File: src/rtl/uart_frame_pkg.sv
`default_nettype none
// ============================================================================
// Module      : uart_frame_pkg
// Description : Shared FSM encoding, ASCII constants and digit encoder for the
//               UART voltage-report frame scheduler.
// Revision    : 1.0 - initial release
// ============================================================================
package uart_frame_pkg;

    typedef enum logic [1:0] {
        ST_IDLE  = 2'd0,
        ST_LATCH = 2'd1,
        ST_SEND  = 2'd2,
        ST_DONE  = 2'd3
    } state_t;

    localparam logic [7:0] c_ascii_c     = 8'h43;
    localparam logic [7:0] c_ascii_eq    = 8'h3D;
    localparam logic [7:0] c_ascii_dot   = 8'h2E;
    localparam logic [7:0] c_ascii_cr    = 8'h0D;
    localparam logic [7:0] c_ascii_lf    = 8'h0A;
    localparam logic [7:0] c_ascii_qmark = 8'h3F;
    localparam logic [7:0] c_ascii_zero  = 8'h30;

    localparam int REC_LEN = 11;

    // Corrupt BCD nibbles are shown as '?' so a bad reading stays visible.
    function automatic logic [7:0] bcd_to_ascii(input logic [3:0] nib);
        return (nib <= 4'd9) ? (c_ascii_zero + {4'h0, nib}) : c_ascii_qmark;
    endfunction

endpackage
`default_nettype wire

File: src/rtl/uart_frame_scheduler_if.sv
`default_nettype none
// ============================================================================
// Module      : uart_frame_scheduler_if
// Description : Write port into the UART transmit FIFO.
// Revision    : 1.0 - initial release
// ============================================================================
interface uart_frame_scheduler_if;
    logic       wr_uart;
    logic [7:0] w_data;
    logic       tx_full;

    modport master (output wr_uart, output w_data, input tx_full);
    modport slave  (input wr_uart, input w_data, output tx_full);
endinterface
`default_nettype wire

File: src/rtl/uart_frame_scheduler_period_tick_gen.sv
`default_nettype none
// ============================================================================
// Module      : period_tick_gen
// Description : Free-running 0..PERIOD-1 counter; tick while at PERIOD-1.
// Revision    : 1.0 - initial release
// ============================================================================
module period_tick_gen #(
    parameter int PERIOD = 65_000_000
) (
    input  wire logic clk,
    input  wire logic rst,
    output logic      tick
);
    localparam int              CNT_W  = $clog2(PERIOD);
    localparam logic [CNT_W-1:0] c_last = CNT_W'(PERIOD - 1);

    logic [CNT_W-1:0] r_count;

    always_ff @(posedge clk) begin
        if (rst) begin
            r_count <= '0;
        end else if (r_count == c_last) begin
            r_count <= '0;
        end else begin
            r_count <= r_count + 1'b1;
        end
    end

    assign tick = (r_count == c_last);

endmodule
`default_nettype wire

File: src/rtl/uart_frame_scheduler.sv
`default_nettype none
// ============================================================================
// Module      : uart_frame_scheduler
// Description : Periodically snapshots N_CH BCD voltages and streams them as
//               "Cnn=d.ddd\r\n" records into the UART transmit FIFO.
// Revision    : 1.0 - initial release
// ============================================================================
module uart_frame_scheduler
    import uart_frame_pkg::*;
#(
    parameter int N_CH   = 13,
    parameter int PERIOD = 65_000_000
) (
    input  wire logic                  clk,
    input  wire logic                  rst,
    input  wire logic                  enable,
    input  wire logic [16*N_CH-1:0]    ch_bcd,
    uart_frame_scheduler_if.master     uart,
    output logic                       busy,
    output logic                       frame_done,
    output logic                       overrun
);
    localparam logic [6:0] c_last_ch   = 7'(N_CH - 1);
    localparam logic [3:0] c_last_byte = 4'(REC_LEN - 1);

    state_t               r_state;
    state_t               w_state_nxt;
    logic                 w_tick;
    logic [16*N_CH-1:0]   r_snap;
    logic [6:0]           r_ch_idx;
    logic [3:0]           r_ch_tens;
    logic [3:0]           r_ch_ones;
    logic [3:0]           r_byte_idx;
    logic                 r_overrun;
    logic                 w_wr;
    logic [7:0]           w_byte;
    logic [15:0]          w_cur;
    logic                 w_last_byte;
    logic                 w_last_ch;

    period_tick_gen #(
        .PERIOD (PERIOD)
    ) u_period_tick_gen (
        .clk  (clk),
        .rst  (rst),
        .tick (w_tick)
    );

    assign w_cur       = r_snap[{r_ch_idx, 4'b0000} +: 16];
    assign w_last_byte = (r_byte_idx == c_last_byte);
    assign w_last_ch   = (r_ch_idx == c_last_ch);

    always_comb begin
        w_byte = 8'h00;
        case (r_byte_idx)
            4'd0:    w_byte = c_ascii_c;
            4'd1:    w_byte = bcd_to_ascii(r_ch_tens);
            4'd2:    w_byte = bcd_to_ascii(r_ch_ones);
            4'd3:    w_byte = c_ascii_eq;
            4'd4:    w_byte = bcd_to_ascii(w_cur[15:12]);
            4'd5:    w_byte = c_ascii_dot;
            4'd6:    w_byte = bcd_to_ascii(w_cur[11:8]);
            4'd7:    w_byte = bcd_to_ascii(w_cur[7:4]);
            4'd8:    w_byte = bcd_to_ascii(w_cur[3:0]);
            4'd9:    w_byte = c_ascii_cr;
            4'd10:   w_byte = c_ascii_lf;
            default: w_byte = 8'h00;
        endcase
    end

    always_comb begin
        w_state_nxt = r_state;
        w_wr        = 1'b0;
        case (r_state)
            ST_IDLE: begin
                if (w_tick && enable) begin
                    w_state_nxt = ST_LATCH;
                end
            end
            ST_LATCH: begin
                w_state_nxt = ST_SEND;
            end
            ST_SEND: begin
                w_wr = !uart.tx_full;
                if (w_wr && w_last_byte && w_last_ch) begin
                    w_state_nxt = ST_DONE;
                end
            end
            ST_DONE: begin
                w_state_nxt = ST_IDLE;
            end
            default: begin
                w_state_nxt = ST_IDLE;
            end
        endcase
    end

    // Channel number is kept as a BCD pair so no divider is needed for "nn".
    always_ff @(posedge clk) begin
        if (rst) begin
            r_state    <= ST_IDLE;
            r_ch_idx   <= '0;
            r_ch_tens  <= '0;
            r_ch_ones  <= '0;
            r_byte_idx <= '0;
            r_overrun  <= 1'b0;
        end else begin
            r_state <= w_state_nxt;
            if (w_tick && (r_state != ST_IDLE)) begin
                r_overrun <= 1'b1;
            end
            if (r_state == ST_LATCH) begin
                r_ch_idx   <= '0;
                r_ch_tens  <= '0;
                r_ch_ones  <= '0;
                r_byte_idx <= '0;
            end else if (w_wr) begin
                if (w_last_byte) begin
                    r_byte_idx <= '0;
                    r_ch_idx   <= r_ch_idx + 1'b1;
                    if (r_ch_ones == 4'd9) begin
                        r_ch_ones <= '0;
                        r_ch_tens <= r_ch_tens + 1'b1;
                    end else begin
                        r_ch_ones <= r_ch_ones + 1'b1;
                    end
                end else begin
                    r_byte_idx <= r_byte_idx + 1'b1;
                end
            end
        end
    end

    always_ff @(posedge clk) begin
        if (r_state == ST_LATCH) begin
            r_snap <= ch_bcd;
        end
    end

    assign uart.wr_uart = w_wr;
    assign uart.w_data  = (r_state == ST_SEND) ? w_byte : 8'h00;
    assign busy         = (r_state != ST_IDLE);
    assign frame_done   = (r_state == ST_DONE);
    assign overrun      = r_overrun;

endmodule
`default_nettype wire

File: src/flat_wrapper.sv
// flat-port wrapper written by rule: the top's interface ports become plain ports
module uart_frame_scheduler_flat import uart_frame_pkg::*;
#(
    parameter int N_CH   = 13,
    parameter int PERIOD = 65_000_000
)
  (clk, rst, enable, ch_bcd, busy, frame_done, overrun, uart_wr_uart, uart_w_data, uart_tx_full);
  uart_frame_scheduler_if uart_i ();
  input  wire logic clk;
  input  wire logic rst;
  input  wire logic enable;
  input  wire logic [16*N_CH-1:0] ch_bcd;
  output logic busy;
  output logic frame_done;
  output logic overrun;
  output wire logic [$bits(uart_i.wr_uart)-1:0] uart_wr_uart;
  output wire logic [$bits(uart_i.w_data)-1:0] uart_w_data;
  input wire logic [$bits(uart_i.tx_full)-1:0] uart_tx_full;
  assign uart_wr_uart = uart_i.wr_uart;
  assign uart_w_data = uart_i.w_data;
  assign uart_i.tx_full = uart_tx_full;
  uart_frame_scheduler #(.N_CH(N_CH), .PERIOD(PERIOD)) u_core (.clk(clk), .rst(rst), .enable(enable), .ch_bcd(ch_bcd), .uart(uart_i), .busy(busy), .frame_done(frame_done), .overrun(overrun));
endmodule
File: config.mk
export PLATFORM = sky130hd
export DESIGN_NAME = uart_frame_scheduler_flat
export DESIGN_NICKNAME = d
export VERILOG_FILES = /design/src/rtl/uart_frame_pkg.sv /design/src/rtl/uart_frame_scheduler_if.sv /design/src/rtl/uart_frame_scheduler_period_tick_gen.sv /design/src/rtl/uart_frame_scheduler.sv /design/src/flat_wrapper.sv
export SDC_FILE = /design/constraint.sdc
export NUM_CORES = 1
export LEC_CHECK = 0
export CAP_MARGIN = 20
export CORE_UTILIZATION = 45
export DETAILED_ROUTE_END_ITERATION = 6
export GPL_TIMING_DRIVEN = 0
export PLACE_DENSITY = 0.72
export SKIP_LAST_GASP = 1
export SLEW_MARGIN = 40
export SYNTH_ARGS = -nofsm -noshare
export SYNTH_HDL_FRONTEND = slang
export SYNTH_SLANG_ARGS = --single-unit
File: constraint.sdc
create_clock -name clk -period 18.4 [get_ports clk]
set_input_delay 1.84 -clock clk [delete_from_list [all_inputs] [get_ports clk]]
set_output_delay 1.84 -clock clk [all_outputs]
set_load 0.005 [all_outputs]
# Yosys cells after proc, flatten, opt, wreduce, memory -nomap -nowiden
# Index checks and enable logic that the tools add are counted.
# totals
ff_bits,256
out_inout_bits,12
# op_classes
add_sub_neg,11
n_lt_le_gt_ge,6
eq_ne,18
shift,1
muxes,14
n_reduce_logical,13
# ops
op,n
variable part select 208 x 12 -> 16 bit,1
case mux 8 bit (11 select lines),1
2-to-1 mux 8 bit,7
"adder 6 x 4 -> 7 bit, first input constant",6
"adder 26 x 1 -> 26 bit, second input constant",1
"equality test 26 bit, second input constant",1
"<= comparator 4 bit, second input constant",6
"equality test 4 x 3 -> 1 bit, second input constant",4
"equality test 4 bit, second input constant",4
"adder 4 x 1 -> 4 bit, second input constant",3
"equality test 4 x 2 -> 1 bit, second input constant",2
2-to-1 mux 4 bit,2
case mux 2 bit (4 select lines),1
"adder 7 x 1 -> 7 bit, second input constant",1
"equality test 7 x 4 -> 1 bit, second input constant",1
"equality test 2 bit, second input constant",2
"equality test 4 x 1 -> 1 bit, second input constant",1
logical AND 1 bit,4
zero test 4 bit,1
2-to-1 mux 2 bit,2
"!= test 2 x 1 -> 1 bit, second input constant",2
AND reduction 2 bit,2
OR reduction 2 bit,2
AND reduction 3 bit,1
5 further kinds,5

# Logic depth before layout (Yosys ltp)
# logic_depth
depth_word,5
mapped_depth,11
mapped_depth_nobuf,9

# Hierarchy
# Synthesis repeated with hierarchy kept, for this count alone.
# unflattened
cells_unflattened,740
hier_area_um2,11023.1
# by_module_without_submodules
module,instances,cells_each,area_per_inst_um2
uart_frame_scheduler,1,592,9748.1
period_tick_gen,1,148,1275.0

# Worst setup path before layout
# No wires, ideal clock.
# synth_timing
path_type,register to register
from,register u_core.r_state[1]
to,register u_core.r_byte_idx[1]
setup_ns,0.128
arrival_time_ns,6.438
setup_slack_ns,11.834
stages_incl_launch_ff,7
period_less_slack_ns,6.566
path_cell_list,dfxtp_1 -> inv_1 -> ha_1 -> or2_2 -> clkbuf_1 -> buf_1 -> nor2_1
# synth_between
elab_chain_cells,2
word_cells_on_any_way,4
cone_classes,2 x eq/ne; 1 x mux; 1 x reduce/logical
# synth_lines
element,line,source
from (decl),uart_frame_scheduler.sv:26,state_t r_state;
from (signal assigned),uart_frame_scheduler.sv:108,r_state <= w_state_nxt;
equality test 2 bit / equality test 2 x 1 -> 1 bit (equally long branches),"uart_frame_scheduler.sv:74, uart_frame_scheduler.sv:112",
2-to-1 mux 1 bit / OR reduction 2 bit (equally long branches),-,
to (signal assigned),uart_frame_scheduler.sv:128,r_byte_idx <= r_byte_idx + 1'b1;
to (decl),uart_frame_scheduler.sv:33,logic [3:0] r_byte_idx;
# Several ways; a longest one is shown, not always the timed one.
# A chain may end at the register's enable or synchronous reset.

# Final worst setup path
# layout_timing
from,register u_core.r_ch_idx[1]
to,output uart_w_data[1]
# layout_between
elab_chain_cells,5
word_cells_on_any_way,15
cone_classes,4 x add/sub; 4 x order compare; 1 x shift; 6 x mux
# layout_lines
element,line,source
from (decl),uart_frame_scheduler.sv:30,logic [6:0] r_ch_idx;
from (signal assigned),uart_frame_scheduler.sv:120,r_ch_idx <= r_ch_idx + 1'b1;
variable part select 208 x 12 -> 16 bit (*),uart_frame_scheduler.sv:49,"assign w_cur = r_snap[{r_ch_idx, 4'b0000} +: 16];"
adder 6 x 4 -> 7 bit / <= comparator 4 bit (equally long branches),uart_frame_pkg.sv:29,"return (nib <= 4'd9) ? (c_ascii_zero + {4'h0, nib}) : c_ascii_qmark;"
2-to-1 mux 8 bit,uart_frame_pkg.sv:29,
case mux 8 bit (11 select lines) (*),uart_frame_scheduler.sv:55,case (r_byte_idx)
2-to-1 mux 8 bit (*),uart_frame_scheduler.sv:141,assign uart.w_data = (r_state == ST_SEND) ? w_byte : 8'h00;
to (decl),flat_wrapper.sv:17,output wire logic [$bits(uart_i.w_data)-1:0] uart_w_data;
# Mark *: on every way between the ends. The rest lies on a longest branch, timed or not.

==> flow_summary.ini <==
[outcome]
status = completed

[floorplanning]
die_area_um2 = 24600
ioPinCount = 224
initial_core_util_pct = 45.9
rows = 56
core-area_um2 = 23500
fp.dieH_um = 157
die_w_um = 157

[logic_synthesis]
yosysWarnings = 0
synth_most_common_cell = edfxtp_1
synth_top_area_share_pct = 58.0
synth.area.top_cells = edfxtp_1 (58%), dfxtp_1 (8.9%), mux4_2 (6.9%)
syn_avg_cell_area_um2 = 14.8
ys_ff_latch = 256
synth_cell_types = 71
synth.largest_area_cell = edfxtp_1
ys_seq_area_share_pct = 66.9
synth_nets = 950
ys_async_sr_fraction_pct = 0
synthesis.area_um2 = 10800
syn_inst = 727
synth_edf_count = 208
synth_ff_type = edfxtp_1
synth_top_cells_by_count = edfxtp_1 (208), nor2_1 (64), dfxtp_1 (48)

[critical_path]
cp-startpoint = u_core.r_ch_idx[1]$_SDFFE_PP0P_
startpoint_type = register
cp.arrival_ns = 3.54
crit_type = reg2out
cp.depth = 11
r2r_start = u_core.r_state[0]$_SDFFE_PP0P_
setup.worst_path.end_class = output pin
cp_cell_sequence = buf_4 > buf_4 > buf_4 > nand3b_1 > o21ai_0 > a21oi_1 > a211oi_1 > a21o_1 > nand2_1 > a41oi_1 > clkdlybuf4s50_1
critPathRequiredTime_ns = 16.56
reg2reg_to = u_core.r_ch_tens[3]$_SDFFE_PP0P_
max_stage_delay_ns = 0.59
worst-path-buf-inv = 4
cp_top_family = compound AO/OA/AOI/OAI gates
crit_path_frequent_cell = buf_4
ff2ff_path_depth = 11
reg2reg_setup_slack_ns = 15.95
cp_max_fo = 10
crit_end = uart_w_data[1]
crit_slowest_cell = clkdlybuf4s50_1

[sta]
hold_viol = 0
max_freq_ghz = 0.186
min_period_ns = 5.38
period_share_pct = 29.3
skew_ns = 0.00891
finalMaxSlewViolations = 0
slew_headroom_pct = 45.5
tns_ns = 0
tightestPinTransition_ns = 0.818
rsz0062_at_grt = false
setup_viol = 0

[global_routing]
grt_pass1_vias = 6995
overflow = 0
antenna_found_initial = 0
grt_max_degree = 46
grt_pass1_wl_mm = 39.1
grt_usage_pct = 21.5

[clock_tree]
clkLatencyLatePin_ns = 0.53
numCtsBuffers = 28
cts_tree = yes
cts_resized = 0
clkTransAtPathRegs_ns = 0.06
cts_setup_buffers = 0
clk_path_buf_depth = 3
cts.sinks = 256
htree_levels = 1
root_buffer = clkbuf_16
cts.hold.buffers_added = 0

[place]
place.gp.congestion = 0.949
dp_hpwl_mm = 19.0
port_buffers = 222
dp.cells = 1272

[power]
cellPowerDensity_nw_per_um2 = 88.4
ir_drop_mv = 0.0647
total_power_mw = 1.28
p_leak_nw = 4.86

[finish]
area_delta_synth_final_pct = 34.6
final_cells = 1325
drive_above_1_share_pct = 13.0
nNetsFinal = 1206
num-fill-cells = 1812

[routing]
vias = 6918
drc = 0
routed_wl_mm = 26.1
drt_iter0_drc = 545
firstDrtPassIters = 5
ant_nets = 0
via_per_inst = 5.22
wire_per_inst_um = 19.7

[run]
cap_violations = 0

[worst_hold_path]
hold_path.class = reg2reg
routing by layer:
layer | GRT usage (%) | share of wire (%)
met5 | 0 | 0
met4 | 7.24 | 2.7
met3 | 5.51 | 8.2
met2 | 36.7 | 50
met1 | 26.6 | 39
power breakdown:
part           total [mW]  switching [mW]  internal [mW]
sequential          0.626        0.000594          0.625
clock               0.606           0.226          0.381
combinational      0.0491         0.00928         0.0398
layout by cell type, fill, tap and decap left out, types with 5 or more instances in the layout:
cell type	count
clkdlybuf4s50_1	222
edfxtp_1	208
nor2_1	64
dfxtp_1	48
nand2_1	41
mux4_2	33
mux2i_1	31
clkbuf_16	29
a21oi_1	27
xor2_1	25
o21ai_0	18
nand3_1	18
clkbuf_1	15
buf_2	13
inv_1	13
nor3_1	12
xnor2_1	12
ha_1	10
buf_4	9
and3_1	9
a211oi_1	8
nand4_1	8
buf_12	6
clkinv_2	6
bufinv_16	6
nor2b_1	5
and2_1	5
o21ai_1	5
nand2b_1	5
mux2_2	5
and4_1	5
how the worst min path moves through the flow:
| stage | from | to | cells past startpoint |
|---|---|---|---|
| 4_1_cts | u_core.overrun$_SDFFE_PP0P_ | u_core.overrun$_SDFFE_PP0P_ | 2 |
| 6_report | u_core.overrun$_SDFFE_PP0P_ | u_core.overrun$_SDFFE_PP0P_ | 2 |
| 2_1_floorplan | u_core.u_period_tick_gen.r_count[0]$_SDFF_PP0_ | u_core.u_period_tick_gen.r_count[0]$_SDFF_PP0_ | 1 |
| 5_1_grt | u_core.overrun$_SDFFE_PP0P_ | u_core.overrun$_SDFFE_PP0P_ | 2 |
| 3_5_place_dp | u_core.overrun$_SDFFE_PP0P_ | u_core.overrun$_SDFFE_PP0P_ | 2 |
| 3_3_place_gp | u_core.overrun$_SDFFE_PP0P_ | u_core.overrun$_SDFFE_PP0P_ | 2 |
cells by family (layout without fill, tap and decap cells):
family / Yosys count / count (layout) / synth area share [%]
XOR/XNOR: 37 / 37 / 3.01
AND/OR/NAND/NOR: 193 / 193 / 8.88
AO/OA/AOI/OAI: 106 / 106 / 6.70
flip-flops: 256 / 256 / 66.9
buffers and inverters: 54 / 332 / 2.87
multiplexers: 69 / 69 / 10.3
adder cells (fa/ha/maj): 11 / 11 / 1.28
other: 1 / 2 / 0.0348
state kept, by name, indices dropped and copies added (netlist names):
register / count
u_core.r_byte_idx: 4
u_core.r_ch_idx: 7
u_core.r_state: 2
u_core.r_ch_ones: 4
u_core.overrun: 1
u_core.r_snap: 208
u_core.u_period_tick_gen.r_count: 26
u_core.r_ch_tens: 4
worst min-delay path, delay by kind of cell, from the launching register on:
family             cells  cell delay (ns)
DFF                    1             0.33
and+or+nand+nor        1             0.07
AOI/OAI and AO/OA      1             0.04
layout make-up:
| class | instances | area, um^2 | area share, % |
|---|---|---|---|
| plain buffers | 40 | 256 | 1.77 |
| repair buffers | 226 | 2300 | 15.9 |
| well taps | 319 | 399 | 2.75 |
| inverters | 14 | 52.6 | 0.362 |
| diodes | 1 | 2.50 | 0.0173 |
| clock buffers | 36 | 772 | 5.32 |
| multi-input cells | 417 | 3270 | 22.5 |
| clock inverters | 16 | 240 | 1.66 |
| flip-flops and latches | 256 | 7210 | 49.7 |
stage by stage:
step           worst slack [ns]  hold WS (ns)  cell area, um^2  util [%]
3_5_place_dp              13.37         0.459            13500      57.4
3_3_place_gp               9.58         0.451            13400      57.0
6_report                  13.02         0.473            14500      61.8
5_1_grt                   12.77         0.506            14500      61.8
4_1_cts                   13.05         0.477            14500      61.8
2_1_floorplan             11.83         0.438            10800         -
Power figures use the tool's default switching activity.
